**config.mk**
```make
export PLATFORM = sky130hd
export DESIGN_NAME = imem_arbiter
export DESIGN_NICKNAME = d
export VERILOG_FILES = /design/src/rtl/imem_arbiter.sv
export SDC_FILE = /design/constraint.sdc
export NUM_CORES = 1
export LEC_CHECK = 0
export CAP_MARGIN = 20
export CORE_AREA = 2 2 79 81
export DETAILED_ROUTE_END_ITERATION = 16
export DIE_AREA = 0 0 81 83
export PLACE_DENSITY = 0.79
export SLEW_MARGIN = 20
export SYNTH_ARGS = -nofsm -noshare
export SYNTH_HDL_FRONTEND = slang
export SYNTH_SLANG_ARGS = --single-unit
```
**constraint.sdc**
```tcl
create_clock -name clk -period 3.4 [get_ports clk]
set_input_delay 1.02 -clock clk [delete_from_list [all_inputs] [get_ports clk]]
set_output_delay 1.02 -clock clk [all_outputs]
set_load 0.02 [all_outputs]
```
**src/rtl/imem_arbiter.sv**
```systemverilog
// Instruction-memory arbiter: shares one single-port synchronous RAM between
// the instruction fetch port and a loader port. Fetch normally has priority;
// a starvation counter guarantees the loader a slot, and load_mode hands the
// memory exclusively to the loader after in-flight reads have drained.
module imem_arbiter #(
  parameter int unsigned ADDR_W     = 10,
  parameter int unsigned DATA_W     = 32,
  parameter int unsigned STARVE_MAX = 4
) (
  input  logic              clk,
  input  logic              reset,
  input  logic              load_mode,
  // Fetch port
  input  logic              f_req,
  input  logic [ADDR_W-1:0] f_addr,
  output logic              f_gnt,
  output logic              f_valid,
  output logic [DATA_W-1:0] f_rdata,
  // Loader port
  input  logic              l_req,
  input  logic              l_we,
  input  logic [ADDR_W-1:0] l_addr,
  input  logic [DATA_W-1:0] l_wdata,
  output logic              l_gnt,
  output logic              l_valid,
  output logic [DATA_W-1:0] l_rdata,
  // Memory port
  output logic              m_ce,
  output logic              m_we,
  output logic [ADDR_W-1:0] m_addr,
  output logic [DATA_W-1:0] m_d,
  input  logic [DATA_W-1:0] m_q
);

  localparam int unsigned CntW = (STARVE_MAX < 1) ? 1 : $clog2(STARVE_MAX + 1);
  localparam logic [CntW-1:0] StarveMax = CntW'(STARVE_MAX);

  typedef enum logic [1:0] {StRun, StDrain, StLoad} state_e;

  state_e          state_q, state_d;
  logic [CntW-1:0] starve_q, starve_d;
  logic            f_pend_q, f_pend_d;
  logic            l_pend_q, l_pend_d;

  // Arbitration and mode sequencing.
  always_comb begin
    state_d = state_q;
    f_gnt   = 1'b0;
    l_gnt   = 1'b0;
    unique case (state_q)
      StRun: begin
        if (load_mode) begin
          // Stop granting immediately so DRAIN only waits for one return.
          state_d = StDrain;
        end else begin
          l_gnt = l_req && (!f_req || (starve_q == StarveMax));
          f_gnt = f_req && !l_gnt;
        end
      end
      StDrain: begin
        if (!load_mode) begin
          state_d = StRun;
        end else if (!(f_pend_q || l_pend_q)) begin
          state_d = StLoad;
        end
      end
      StLoad: begin
        l_gnt = l_req;
        if (!load_mode) begin
          state_d = StRun;
        end
      end
      default: state_d = StRun;
    endcase
    if (reset) begin
      f_gnt = 1'b0;
      l_gnt = 1'b0;
    end
  end

  // Starvation counter and read-return tracking.
  always_comb begin
    starve_d = starve_q;
    if (l_gnt || !l_req) begin
      starve_d = '0;
    end else if (f_gnt && (starve_q != StarveMax)) begin
      starve_d = starve_q + CntW'(1);
    end
    f_pend_d = f_gnt;
    l_pend_d = l_gnt && !l_we;
  end

  // State registers with synchronous reset.
  always_ff @(posedge clk) begin
    if (reset) begin
      state_q  <= StRun;
      starve_q <= '0;
      f_pend_q <= 1'b0;
      l_pend_q <= 1'b0;
    end else begin
      state_q  <= state_d;
      starve_q <= starve_d;
      f_pend_q <= f_pend_d;
      l_pend_q <= l_pend_d;
    end
  end

  // Memory-side muxing and data return.
  always_comb begin
    f_valid = f_pend_q && !reset;
    l_valid = l_pend_q && !reset;
    m_ce    = f_gnt || l_gnt || f_valid || l_valid;
    m_we    = l_gnt && l_we;
    m_addr  = l_gnt ? l_addr : f_addr;
    m_d     = l_wdata;
    f_rdata = m_q;
    l_rdata = m_q;
  end

endmodule

```
==> metrics.md, run 1 <==
| Metric | Value |
|---|---|
| Status | `completed` |
| CP Buf/Inv Count | `3` |
| Max incr delay on CP | `about 0.51 ns` |
| Largest family of logic cells by synthesized area | `buffers and inverters` |
| Post-Layout Cell Count | `188` |
| Routed Antenna Nets | `0` |
| Syn Inst Count | `roughly 160` |
| Sequential area share after synthesis | `approximately 11%` |
| Post-synth EDFFs | `0` |
| Final-layout fill cell count | `around 670` |
| Final Cycle Share | `roughly 100%` |
| Worst Clk Skew | `~0.0063 ns` |
| Synthesized area | `1274 µm²` |
| Initial DRC count | `25` |
| Pwr/cell area | `266.9 nW/µm²` |
| Post-Route Setup TNS | `0 ns` |
| Starting Density | `about 22%` |
| Area occupied by multi-input gates | `approximately 400 µm²` |
| Diodes inserted | `0` |
| Most frequent cells in the layout | `clkdlybuf4s50_1, buf_4, mux2_2, buf_6, dfxtp_1` |
| Largest net degree at the start of global routing | `9` |
| Die H | `roughly 83 µm` |
| Peak VDD IR | `0.00009872 V` |
| Initial antenna violation count | `0` |
| Tmin final | `approximately 3.3 ns` |
| RSZ-0062 raised after global routing | `false` |
| Detail Placement HPWL | `about 2400 µm` |
| Flops & latches, synth | `7` |
| Setup crit end kind | `primary output` |
| Post-Place Worst Slack | `-0.6564 ns` |
| Share of post-route cells with drive strength above 1 | `about two fifths` |
| Worst r2r dst | `starve_q[2]$_SDFFE_PP0P_` |
| CP Class | `in2out` |
| Flop2flop setup slack | `roughly 1.7 ns` |
| WHS | `0.5121 ns` |
| DP Cell Count | `182` |
| Setup violators final | `0` |
| Overall routed net length | `2967 µm` |
| Lkg Pwr | `0.4807 nW` |
| Vias in the first global route | `between 700 and 800` |
| Pwr Total | `roughly 0.31 mW` |
| Simple-Gate Fraction of Synth Area | `around 11%` |
| Clk sinks | `7` |
| Fmax | `around 300 MHz` |
| Xor/xnor cell area share of the yosys netlist | `0%` |
| Vias | `approximately 750` |
| Worst Setup SP | `load_mode` |
| CP max-delay cell | `or4b_4` |
| Reg2Reg Depth | `7` |
| RR Startpoint | `starve_q[0]$_SDFFE_PP0P_` |
| Max FO, Critical Path | `4` |
| Number of library cell types mapped by synthesis | `27` |
| Crit path to | `f_gnt` |
| Arrival time at the worst endpoint | `roughly 2.3 ns` |
| Final worst slack | `between 0.07 and 0.08 ns` |
| FP Rows | `28` |
| Worst slew pin tran | `0.3757 ns` |
| Die area | `about 6700 µm²` |
| Syn_area_per_cell | `between 8 and 9 µm²` |
| Clock Root Buffer | `clkbuf_8` |
| Critical Path Source Type | `input pin` |
| Total GRT Usage | `under 10%` |
| Commonest non-fill, non-tap cell in the layout | `clkdlybuf4s50_1` |
| Synthesized net count | `between 200 and 250` |
| PortBufs | `between 40 and 50` |
| DP Area | `approximately 1100 µm²` |
| Cts bufs inserted | `3` |
| TritonRoute pass-1 iters | `4` |
| CP Cell Sequence | `dlygate4sd2_1 -> or4b_4 -> a211oi_2 -> buf_4 -> buf_2` |
| Dominant delay contributor by cell family on the critical path | `buffers and inverters` |
| Final layout net count | `slightly above 200` |
| Slew headroom | `approximately 74%` |
| Post-Synth Adder-Cell Area | `1.965%` |
| Required @ worst endpoint | `between 2 and 2.5 ns` |
| I/O pin total | `202` |
| Die Span X | `between 80 and 90 µm` |
| DRC violations left | `0` |
| Yosys Warn Count | `0` |
| WP depth | `5` |
| Vias per inst | `around 4` |
| Compound-Gate Fraction of Synth Area | `8.448%` |
| Max Cap Viol | `0` |
| Reg clk slew, reported paths | `0.05 ns` |
| Area Growth Syn to Fin | `-9.037%` |
| CTS Hold Bufs | `0` |
| Fin. max-slew vios | `0` |
| Final core area utilization | `between 10% and 20%` |
| Multiplexer area fraction after synthesis | `slightly below 9%` |
| Reg area | `140.1 µm²` |
| First-pass GRT wire length | `~4400 µm` |
| Final hold vios | `0` |
| Clock insertion delay at the later pin of the skew report | `around 0.24 ns` |
| Design area | `approximately 1200 µm²` |
| GR Overflow Total | `0` |
| Worst Hold Class | `reg2reg` |
| Clock Tree Buf Depth | `2` |
| H-tree depth | `1` |
| TritonCTS clock tree | `done` |
| RD Place Congestion | `0.7235` |
| WL/cell | `15.78 µm` |
| Core area | `around 5800 µm²` |
| Async S/R FF share, synth | `0%` |
| Top FF cell, synth | `dfxtp_1` |
Yosys cell counts, drive strengths merged (2+ instances only):
cell	count	area (µm²)
and2	2	12.51
nor4b	3	38.79
nand2b	2	12.51
a21oi	2	10.01
nor2b	2	12.51
a211oi	5	42.54
nand2	2	7.510
o21ai	2	10.01
nor2	3	11.26
buf	98	730.7
dfxtp	7	140.1
inv	5	18.76
nand3	2	10.01
ha	2	25.02
mux2	10	112.6
power breakdown:
| group | internal [mW] | total (mW) | switching [mW] | leakage [nW] |
|---|---|---|---|---|
| registers | 0.0845 | 0.0874 | 0.00290 | 0.0568 |
| logic | 0.0586 | 0.0987 | 0.0401 | 0.401 |
| clock network | 0.0816 | 0.123 | 0.0416 | 0.0228 |
state kept, by name, summed over array words and instances, names as in the netlist:
| name | flops |
|---|---|
| f_pend_q | 1 |
| l_pend_q | 1 |
| starve_q | 3 |
| state_q | 2 |
routing by layer:
layer / GRT usage [%] / routed length, µm
met5: 0 / 0
met2: 15.33 / 1537
met3: 6.522 / 507
met1: 6.579 / 753
met4: 7.242 / 168
timing repair:
item	4_1_cts	5_1_grt
endpoints found under the setup margin	15	2
cloned	1	0
buffers inserted	1	0
gates resized for setup	77	0
pin swaps	4	1
cell families (layout without fill, tap and decap cells):
logic type,count (synthesis),in the layout
flip-flops,7,7
adder cells (fa/ha/maj),2,2
AND/OR/NAND/NOR,19,19
AO/OA/AOI/OAI,14,14
multiplexers,10,10
buffers and inverters,103,61
worst min path at each step:
stage               cells past startpoint                startpoint                       end  slack, ns
floorplan                               2  starve_q[0]$_SDFFE_PP0P_  starve_q[0]$_SDFFE_PP0P_       0.47
global placement                        2  starve_q[0]$_SDFFE_PP0P_  starve_q[0]$_SDFFE_PP0P_       0.48
detailed placement                      2  starve_q[1]$_SDFFE_PP0P_  starve_q[1]$_SDFFE_PP0P_       0.49
CTS                                     2  starve_q[1]$_SDFFE_PP0P_  starve_q[1]$_SDFFE_PP0P_       0.51
global route                            2  starve_q[0]$_SDFFE_PP0P_  starve_q[0]$_SDFFE_PP0P_       0.54
finish                                  2  starve_q[1]$_SDFFE_PP0P_  starve_q[1]$_SDFFE_PP0P_       0.51
area by class of cell:
type	instances	area share, %
repair buffers	52	40.50
multi-input cells	45	33.80
flip-flops and latches	7	12.10
well taps	75	8.099
clock buffers	4	3.888
inverters	5	1.620
tightest hold or removal path, cell delays in order (launching register included):
cell	delay, ns
dfxtp_1	0.31
o21ai_0	0.08
a211oi_1	0.07
Note: power is estimated with default switching activity, not from simulation.
==> run 2: changes to the inputs <==
Settings changed: PLACE_DENSITY 0.79 to 0.85, SETUP_SLACK_MARGIN from default to 0.02.
==> run 2 against run 1 <==
  * Critical endpoint is now m_ce
  * Power fell by 3.4%
  * Register-to-register slack got worse by 0.05 ns
  * Hold slack improved by 0.0055 ns
  * Cell count fell by 0.53%
  * Combinational power fell by 2%
  * Clock power fell by 7%
  * Clock skew fell by 0.0047 ns
  * Final area fell by 1.2%
  * Highest routed layer unchanged
==> metrics.md, run 2 (same netlist as run 1, synthesis figures left out) <==
| Metric | Value |
|---|---|
| Reg clk slew, reported paths | `0.04 ns` |
| H-tree depth | `1` |
| DRC violations left | `0` |
| Setup crit end kind | `primary output` |
| Setup violators final | `0` |
| FP Rows | `28` |
| Status | `completed` |
| Area occupied by multi-input gates | `407.9 µm²` |
| Register with the most flip-flops | `starve_q` |
| Diodes inserted | `0` |
| Final hold vios | `0` |
| Largest regs | `starve_q x3, state_q x2` |
| Final layout net count | `around 210` |
| Peak VDD IR | `approximately 0.00013 V` |
| Largest register FFs | `3` |
| Initial DRC count | `11` |
| Overall routed net length | `approximately 2800 µm` |
| Vias in the first global route | `between 800 and 900` |
| Routed Antenna Nets | `0` |
| DP Cell Count | `between 150 and 200` |
| Starting Density | `~22%` |
| Die H | `a little over 80 µm` |
| Tmin final | `between 3 and 4 ns` |
| Fmax | `approximately 300 MHz` |
| TritonCTS clock tree | `done` |
| PortBufs | `41` |
| Vias per inst | `roughly 4.1` |
| Reg2Reg Depth | `7` |
| Vias | `about 770` |
| WL/cell | `about 15 µm` |
| Die area | `between 6000 and 7000 µm²` |
| Largest net degree at the start of global routing | `8` |
| Initial antenna violation count | `0` |
| Area Growth Syn to Fin | `-10.12%` |
| Final-layout fill cell count | `670` |
| Clock Tree Buf Depth | `2` |
| TritonRoute pass-1 iters | `4` |
| Post-Layout Cell Count | `about 190` |
| Lkg Pwr | `about 0.46 nW` |
| Fin. max-slew vios | `0` |
| Design area | `1145 µm²` |
| WHS | `~0.52 ns` |
| RD Place Congestion | `~0.71` |
| Worst slew pin tran | `between 0.3 and 0.4 ns` |
| Commonest non-fill, non-tap cell in the layout | `clkdlybuf4s50_1` |
| Final Cycle Share | `~98%` |
| Most frequent cells in the layout | `clkdlybuf4s50_1, buf_2, mux2_2, dfxtp_1, buf_4` |
| GR Overflow Total | `0` |
| DP Area | `around 1100 µm²` |
| Reg area | `140.1 µm²` |
| Worst Clk Skew | `0.001583 ns` |
| Die Span X | `81 µm` |
| Clock Root Buffer | `clkbuf_8` |
| Core area | `roughly 5800 µm²` |
| Arrival time at the worst endpoint | `2.31 ns` |
| Worst Hold Class | `reg2reg` |
| Share of post-route cells with drive strength above 1 | `40.18%` |
| First-pass GRT wire length | `4202 µm` |
| Clock insertion delay at the later pin of the skew report | `between 0.2 and 0.25 ns` |
| Slew headroom | `between 70% and 80%` |
| Required @ worst endpoint | `about 2.4 ns` |
| RSZ-0062 raised after global routing | `true` |
| Max FO, Critical Path | `4` |
| Total GRT Usage | `roughly 8.2%` |
| Detail Placement HPWL | `2348 µm` |
| CP Class | `in2out` |
| I/O pin total | `about 200` |
| Cts bufs inserted | `3` |
| Max Cap Viol | `0` |
| Hold depth | `2` |
| Pwr/cell area | `~260 nW/µm²` |
| Clk sinks | `7` |
| Critical Path Source Type | `input pin` |
==> run 2: power breakdown <==
part | internal (mW) | switching (mW) | leakage [nW] | total, mW
Sequential | 0.0847 | 0.00297 | 0.0568 | 0.0877
Clock | 0.0808 | 0.0331 | 0.0228 | 0.114
Combinational | 0.0559 | 0.0412 | 0.382 | 0.0971
==> run 2: critical path, stage by stage <==
cell and delay (ns):
clkdlybuf4s15_1 0.21, nand2b_1 0.10, o211ai_4 0.23, inv_2 0.06, or4_4 0.54, buf_6 0.15
==> run 2: cell type report <==
class | instances | share of cell area [%]
Timing Repair Buffer | 51 | 38.36
Sequential cell | 7 | 12.24
Clock buffer | 4 | 3.934
Tap cell | 75 | 8.197
Inverter | 5 | 1.639
Multi-Input combinational cell | 45 | 35.63
==> run 2: worst paths after layout <==
| kind | slack (ns) | from | to |
|---|---|---|---|
| worst max-delay path | 0.07 | f_req | m_ce |
| worst max register to register | 1.64 | starve_q[0]$_SDFFE_PP0P_ | starve_q[2]$_SDFFE_PP0P_ |
| worst min register to register | 0.52 | l_pend_q$_SDFF_PP0_ | state_q[0]$_SDFFE_PP0P_ |
| worst min-delay path | 0.52 | l_pend_q$_SDFF_PP0_ | state_q[0]$_SDFFE_PP0P_ |
==> run 2: timing repair <==
item / in CTS / in global routing
buffers inserted: 0 / 0
resized for setup: 67 / 4
cloned: 1 / 0
endpoints found under the setup margin: 16 / 2
pin swaps: 3 / 1
hold buffers: 0 / 0
hold endpoints to repair: 0 / 0
==> run 2: routing by layer <==
layer	part of all wire (%)	GRT usage (%)	vias to the layer above
met1	27	6.513	346
li1	-	-	323
met4	4.9	6.471	0
met3	17	3.913	19
met5	0	0	-
met2	52	14.58	86
==> run 2: through the flow <==
| stage | utilization, % | setup TNS [ns] | worst slack [ns] | total power [mW] |
|---|---|---|---|---|
| 6_report | 19.69 | 0 | 0.07399 | 0.2987 |
| 5_1_grt | 19.69 | 0 | 0.01078 | 0.3146 |
| 4_1_cts | 19.54 | 0 | 0.02682 | 0.3000 |
| 3_5_place_dp | 19.17 | -7.659 | -0.6710 | 0.1899 |
| 3_3_place_gp | 19.17 | -7.518 | -0.6883 | 0.1876 |
| 2_1_floorplan | - | 0 | 0.1440 | 0.2932 |
